--- src/rtl/intpol2_iq_stream_ctrl_if.sv ---
// Sample path between the frame sequencer, its upstream I/Q source and the interpolator write port.
// The controller takes the slave view; the environment around it takes the master view.
interface intpol2_iq_stream_ctrl_if #(
    parameter int DATAPATH_WIDTH = 32
);
    logic                      src_valid;
    logic                      src_ready;
    logic [DATAPATH_WIDTH-1:0] src_I;
    logic [DATAPATH_WIDTH-1:0] src_Q;

    logic                      ip_we;
    logic [DATAPATH_WIDTH-1:0] ip_I;
    logic [DATAPATH_WIDTH-1:0] ip_Q;
    logic                      ip_afull_I;
    logic                      ip_afull_Q;
    logic                      ip_done;

    modport slave (
        input  src_valid, src_I, src_Q, ip_afull_I, ip_afull_Q, ip_done,
        output src_ready, ip_we, ip_I, ip_Q
    );

    modport master (
        output src_valid, src_I, src_Q, ip_afull_I, ip_afull_Q, ip_done,
        input  src_ready, ip_we, ip_I, ip_Q
    );
endinterface

--- src/rtl/intpol2_iq_stream_ctrl.sv ---
// Frame sequencer in front of the IQ interpolator: forwards one frame of I/Q samples,
// waits for the interpolator's done with a timeout, then raises a sticky interrupt.
module intpol2_iq_stream_ctrl #(
    parameter int DATAPATH_WIDTH = 32,
    parameter int CNT_WIDTH      = 16,
    parameter int TIMEOUT_CYCLES = 1024
) (
    input  logic                 clk,
    input  logic                 rst,
    input  logic                 cfg_start,
    input  logic                 cfg_abort,
    input  logic                 cfg_irq_clr,
    input  logic [CNT_WIDTH-1:0] cfg_frame_len,
    intpol2_iq_stream_ctrl_if.slave bus,
    output logic                 stat_busy,
    output logic [CNT_WIDTH-1:0] stat_count,
    output logic                 stat_err,
    output logic                 irq
);

    localparam int TW = (TIMEOUT_CYCLES > 1) ? $clog2(TIMEOUT_CYCLES) : 1;

    typedef enum logic [1:0] {
        IDLE,
        RUN,
        WAIT_DONE,
        DONE
    } ctrlState_e;

    ctrlState_e           state;
    logic [CNT_WIDTH-1:0] frameLen;
    logic [CNT_WIDTH-1:0] countNext;
    logic [TW-1:0]        timeoutCnt;
    logic                 srcReady;
    logic                 transfer;
    logic                 lastTransfer;
    logic                 timeoutHit;

    // Either almost-full flag stalls the source in the very same cycle.
    assign srcReady      = (state == RUN) & ~bus.ip_afull_I & ~bus.ip_afull_Q;
    assign transfer      = bus.src_valid & srcReady;
    assign countNext     = stat_count + CNT_WIDTH'(1);
    assign lastTransfer  = transfer & (countNext == frameLen);
    assign timeoutHit    = (timeoutCnt == TW'(TIMEOUT_CYCLES - 1));
    assign bus.src_ready = srcReady;
    assign stat_busy     = (state != IDLE);

    always_ff @(posedge clk) begin
        if (!rst) begin
            state      <= IDLE;
            frameLen   <= '0;
            timeoutCnt <= '0;
            stat_count <= '0;
            stat_err   <= 1'b0;
            irq        <= 1'b0;
            bus.ip_we  <= 1'b0;
            bus.ip_I   <= '0;
            bus.ip_Q   <= '0;
        end else begin
            bus.ip_we <= transfer;
            if (transfer) begin
                bus.ip_I <= bus.src_I;
                bus.ip_Q <= bus.src_Q;
                if (stat_count != frameLen) begin
                    stat_count <= countNext;
                end
            end

            // Clear comes first so that a set in the same cycle overrides it.
            if (cfg_irq_clr) begin
                irq      <= 1'b0;
                stat_err <= 1'b0;
            end

            case (state)
                IDLE: begin
                    if (cfg_start && !cfg_abort) begin
                        frameLen   <= cfg_frame_len;
                        stat_count <= '0;
                        timeoutCnt <= '0;
                        state      <= (cfg_frame_len == '0) ? DONE : RUN;
                    end
                end
                RUN: begin
                    if (cfg_abort) begin
                        state <= IDLE;
                    end else if (lastTransfer) begin
                        timeoutCnt <= '0;
                        state      <= WAIT_DONE;
                    end
                end
                WAIT_DONE: begin
                    if (cfg_abort) begin
                        state <= IDLE;
                    end else if (bus.ip_done) begin
                        state <= DONE;
                    end else if (timeoutHit) begin
                        stat_err <= 1'b1;
                        state    <= DONE;
                    end else begin
                        timeoutCnt <= timeoutCnt + TW'(1);
                    end
                end
                DONE: begin
                    irq   <= 1'b1;
                    state <= IDLE;
                end
                default: begin
                    state <= IDLE;
                end
            endcase
        end
    end

endmodule

--- src/flat_wrapper.sv ---
// flat-port wrapper written by rule: the top's interface ports become plain ports
module intpol2_iq_stream_ctrl_flat 
#(
    parameter int DATAPATH_WIDTH = 32,
    parameter int CNT_WIDTH      = 16,
    parameter int TIMEOUT_CYCLES = 1024
)
  (clk, rst, cfg_start, cfg_abort, cfg_irq_clr, cfg_frame_len, stat_busy, stat_count, stat_err, irq, bus_src_valid, bus_src_I, bus_src_Q, bus_ip_afull_I, bus_ip_afull_Q, bus_ip_done, bus_src_ready, bus_ip_we, bus_ip_I, bus_ip_Q);
  intpol2_iq_stream_ctrl_if #(.DATAPATH_WIDTH(DATAPATH_WIDTH)) bus_i ();
  input  logic clk;
  input  logic rst;
  input  logic cfg_start;
  input  logic cfg_abort;
  input  logic cfg_irq_clr;
  input  logic [CNT_WIDTH-1:0] cfg_frame_len;
  output logic stat_busy;
  output logic [CNT_WIDTH-1:0] stat_count;
  output logic stat_err;
  output logic irq;
  input wire logic [$bits(bus_i.src_valid)-1:0] bus_src_valid;
  input wire logic [$bits(bus_i.src_I)-1:0] bus_src_I;
  input wire logic [$bits(bus_i.src_Q)-1:0] bus_src_Q;
  input wire logic [$bits(bus_i.ip_afull_I)-1:0] bus_ip_afull_I;
  input wire logic [$bits(bus_i.ip_afull_Q)-1:0] bus_ip_afull_Q;
  input wire logic [$bits(bus_i.ip_done)-1:0] bus_ip_done;
  output wire logic [$bits(bus_i.src_ready)-1:0] bus_src_ready;
  output wire logic [$bits(bus_i.ip_we)-1:0] bus_ip_we;
  output wire logic [$bits(bus_i.ip_I)-1:0] bus_ip_I;
  output wire logic [$bits(bus_i.ip_Q)-1:0] bus_ip_Q;
  assign bus_i.src_valid = bus_src_valid;
  assign bus_i.src_I = bus_src_I;
  assign bus_i.src_Q = bus_src_Q;
  assign bus_i.ip_afull_I = bus_ip_afull_I;
  assign bus_i.ip_afull_Q = bus_ip_afull_Q;
  assign bus_i.ip_done = bus_ip_done;
  assign bus_src_ready = bus_i.src_ready;
  assign bus_ip_we = bus_i.ip_we;
  assign bus_ip_I = bus_i.ip_I;
  assign bus_ip_Q = bus_i.ip_Q;
  intpol2_iq_stream_ctrl #(.DATAPATH_WIDTH(DATAPATH_WIDTH), .CNT_WIDTH(CNT_WIDTH), .TIMEOUT_CYCLES(TIMEOUT_CYCLES)) u_core (.clk(clk), .rst(rst), .cfg_start(cfg_start), .cfg_abort(cfg_abort), .cfg_irq_clr(cfg_irq_clr), .cfg_frame_len(cfg_frame_len), .bus(bus_i), .stat_busy(stat_busy), .stat_count(stat_count), .stat_err(stat_err), .irq(irq));
endmodule
--- config.mk ---
export PLATFORM = sky130hd
export DESIGN_NAME = intpol2_iq_stream_ctrl_flat
export DESIGN_NICKNAME = d
export VERILOG_FILES = /design/src/rtl/intpol2_iq_stream_ctrl_if.sv /design/src/rtl/intpol2_iq_stream_ctrl.sv /design/src/flat_wrapper.sv
export SDC_FILE = /design/constraint.sdc
export NUM_CORES = 1
export LEC_CHECK = 0
export ABC_AREA = 1
export CAP_MARGIN = 20
export CORE_ASPECT_RATIO = 0.9
export CORE_UTILIZATION = 55
export DETAILED_ROUTE_END_ITERATION = 7
export DONT_BUFFER_PORTS = 1
export PLACE_DENSITY_LB_ADDON = 0.2
export SLEW_MARGIN = 10
export SYNTH_ARGS = -nofsm -noshare
export SYNTH_HDL_FRONTEND = slang
export SYNTH_SLANG_ARGS = --single-unit
--- constraint.sdc ---
create_clock -name clk -period 1.97 [get_ports clk]
set_input_delay 0.2955 -clock clk [delete_from_list [all_inputs] [get_ports clk]]
set_output_delay 0.2955 -clock clk [all_outputs]
set_load 0.1 [all_outputs]
==> impl_results.md <==
* Syn Nets at 821
* Layout Cells excl Fill at between 900 and 1000
* Period minus WS final at roughly 2.1 ns
* Crit-path max FO at 4
* CTS clk-pin slew, worst paths at 0.11 ns
* Yosys reg bits at between 100 and 150
* DR pass1 iterations at 5
* Number of global-route vias before repair at approximately 5000
* Final clock skew at 0.0114 ns
* Tot GR Track Use at 0.296
* Asr flop ratio synth at 0
* Post-Syn Area per Cell at 6.96 µm²
* Layout cell share with drive strength beyond 1 at 0.283
* Htree depth at 3
* GPL Wtd Cong at 0.917
* Clock Sinks at around 110
* Max Freq at between 400 and 500 MHz
* Clk_lat worst skew at around 0.39 ns
* Die Area at 0.00963 mm²
* Buffers on Ports at 0
* CTS Buf Count at 9
* Post-layout net count at a little over 900
* Reg2Reg Depth at 12
* Synthesized instance count at 730
* Largest net degree at the start of global routing at 68
* Internal Dissipation at between 3 and 4 mW
* Inst Count DP at about 900
* Wirelength per Cell at 16.1 µm
* Flop pwr share at 0.450
* Busiest grt layer: met2
* Remaining DRCs at 0
* Rel. slew slack at 0.421
* Worst setup path category: flip-flop to flip-flop
* Prevailing post-synth register cell: dfxtp_1
* Critical Path Source Type: flip-flop
* Starting DRT DRC Count at 317
* Global-route wire length before repair at roughly 22000 µm
* Antenna diode count at 0
* Final hold violations at 0
* Hold depth at 2
* Clk buf depth at 2
* Initial core utilization at 0.579
* Failing checks: setup timing
* Switching power at between 2 and 2.5 mW
* RSZ-0062 raised after global routing: yes
* Final core utilization at 0.748
* GR Overflow Total at 0
* CTS root buffer: clkbuf_8
* Setup Viol. Count Final at 12
* Met3 Use GR at 0.0927
* Register area share after synthesis at 0.437
* Via/cell ratio at around 5.6
* Initial antenna violation count at 0
* Detailed Place HPWL at between 10000 and 15000 µm
* Combinational share of power at 0.309
* Met2 Usage GRT at 0.517
* Netlist cell types at 29
* Routed WL at ~15000 µm
* Pleak at approximately 2.6 nW
* Hold Path Class: input port to flip-flop
* YS warnings at 0
* Max Cap Viol at 0
* Synth-to-Final Area Change at 29.1%
* Commonest non-fill, non-tap cells in the layout: 227 x nand2_1, 114 x buf_4, 92 x dfxtp_1, 84 x a21oi_1, 55 x nor2_1
* IO Pins at between 150 and 200
* Post-synth EDFFs at 0
* CP arrival at ~2.4 ns
* Antenna-violating nets left at 0
* Commonest non-fill, non-tap cell in the layout: nand2_1
* Clk pwr share at 0.241
* Die width at 103 µm
* Post-Syn Area at slightly above 0.005 mm²
* Critical Path End Type: flip-flop
* Post-route setup slack at -0.111 ns
* Row cnt at 32
* Crit share post-route at 1.06
* Pins over their slew limit at 0
* Post-synth top area share at 0.437
* CP required at between 2 and 2.5 ns
* M1 GR Usage at 0.332
* Synth area leader: dfxtp_1
* Switching share of power at 0.385
* Synth top area cells: dfxtp_1 44%, nand2_1 17%, a21oi_1 9.3%, nor2_1 4.9%, nand3_1 3.7%
* Peak VDD IR at just over 0.6 mV
* CTS tree: built
* Vias after detailed routing at 5324
* Core area at just under 0.009 mm²
* Status: finished, violations left
* PD cells at ~860 mW/mm²
* Worst-Margin Slew at between 0.8 and 0.9 ns
* Die span in y at between 90 and 100 µm
-- metrics by stage --
| stage | area, µm² | setup WS (ns) | power (mW) | hold WS [ns] | TNS [ns] |
|---|---|---|---|---|---|
| after floorplan | 5180 | 0.000891 | 3.62 | 0.430 | 0 |
| after detailed placement | 5960 | -0.423 | 3.93 | 0.418 | -3.96 |
| after CTS | 6270 | 0.00264 | 5.32 | 0.0128 | 0 |
| after global placement | 5960 | -0.257 | 3.88 | 0.403 | -2.44 |
| final | 6560 | -0.111 | 5.64 | 0.0258 | -0.761 |
| after global routing | 6560 | -0.296 | 5.84 | 0.0119 | -2.07 |
-- logic make-up (layout without fill, tap and decap cells) --
family,count (synthesis),count (layout),share of synthesized area
fa+ha+maj,2,2,0.00492
compound gates,124,124,0.123
buf+inv,86,185,0.0697
xor+xnor,18,18,0.0310
simple gates,389,394,0.334
flops,111,111,0.437
-- worst max-delay path, cell delays in order, from the launching register on --
cell and delay, ns:
dfxtp_1 0.40, buf_4 0.16, nand2_1 0.05, nor2_1 0.12
nand2_1 0.13, nor3_1 0.35, nand3_1 0.21, nor2_1 0.18
or2_2 0.13, nand3_1 0.06, nand3_1 0.09, nand2_1 0.06
nor2_1 0.08
-- cell usage after synthesis, types with 3 or more instances --
master,number
nand2_1,234
dfxtp_1,111
a21oi_1,94
nor2_1,66
inv_1,47
nand3_1,38
o21ai_0,25
clkbuf_1,22
buf_2,10
xnor2_1,9
xor2_1,9
nand4_1,8
nor2_4,7
nand3b_1,6
nor3_1,6
nand2_2,5
nand3_2,5
nor4_1,5
nor2_2,4
inv_2,3
o21ai_1,3
or2_2,3
-- path summary, 6_finish.rpt --
kind	from	to	slack, ns
max	u_core.timeoutCnt[2]	u_core.timeoutCnt[9]	-0.11
max reg2reg	u_core.timeoutCnt[2]	u_core.timeoutCnt[9]	-0.11
min reg2reg	u_core.bus.ip_Q[20]	u_core.bus.ip_Q[20]	0.47
min	rst	u_core.timeoutCnt[4]	0.03
-- metal layers --
layer | wire (µm) | vias to the layer above
met5 | 0 | -
met3 | 1390 | 43
met4 | 422 | 0
li1 | - | 2537
met1 | 5850 | 2475
met2 | 7720 | 269
-- state kept, by name, summed over array words and instances (netlist names) --
register and count:
u_core.stat_err 1, u_core.stat_count 16, u_core.frameLen 16, u_core.bus.ip_Q 32, u_core.bus.ip_we 1, u_core.bus.ip_I 32
u_core.irq 1, u_core.timeoutCnt 10, u_core.state 2
-- area by class of cell --
class                      instances  area [µm²]
multi-input combinational        538        2830
sequential                       111        2280
fill                             646        2210
timing repair buffer             119         912
inverter                          51         201
tap                              119         149
clock buffer                      10         138
clock inverter                     5        48.8
-- what timing repair did --
action                                 in CTS  in global routing
buffers inserted                            4                  8
pin swaps                                   9                 37
resized for setup                          13                 55
hold buffers                                0                  0
setup endpoints to repair                  10                 20
endpoints found under the hold margin       0                  0
cloned                                      2                  3
-- power by group through the flow --
| stage | Sequential [mW] | Clock (mW) | Combinational, mW |
|---|---|---|---|
| floorplan | 2.79 | 0 | 0.826 |
| global placement | 2.54 | 0 | 1.34 |
| detailed placement | 2.55 | 0 | 1.38 |
| CTS | 2.50 | 1.36 | 1.47 |
| global route | 2.55 | 1.44 | 1.85 |
| finish | 2.54 | 1.36 | 1.74 |
Note: power is estimated with default switching activity, not from simulation.
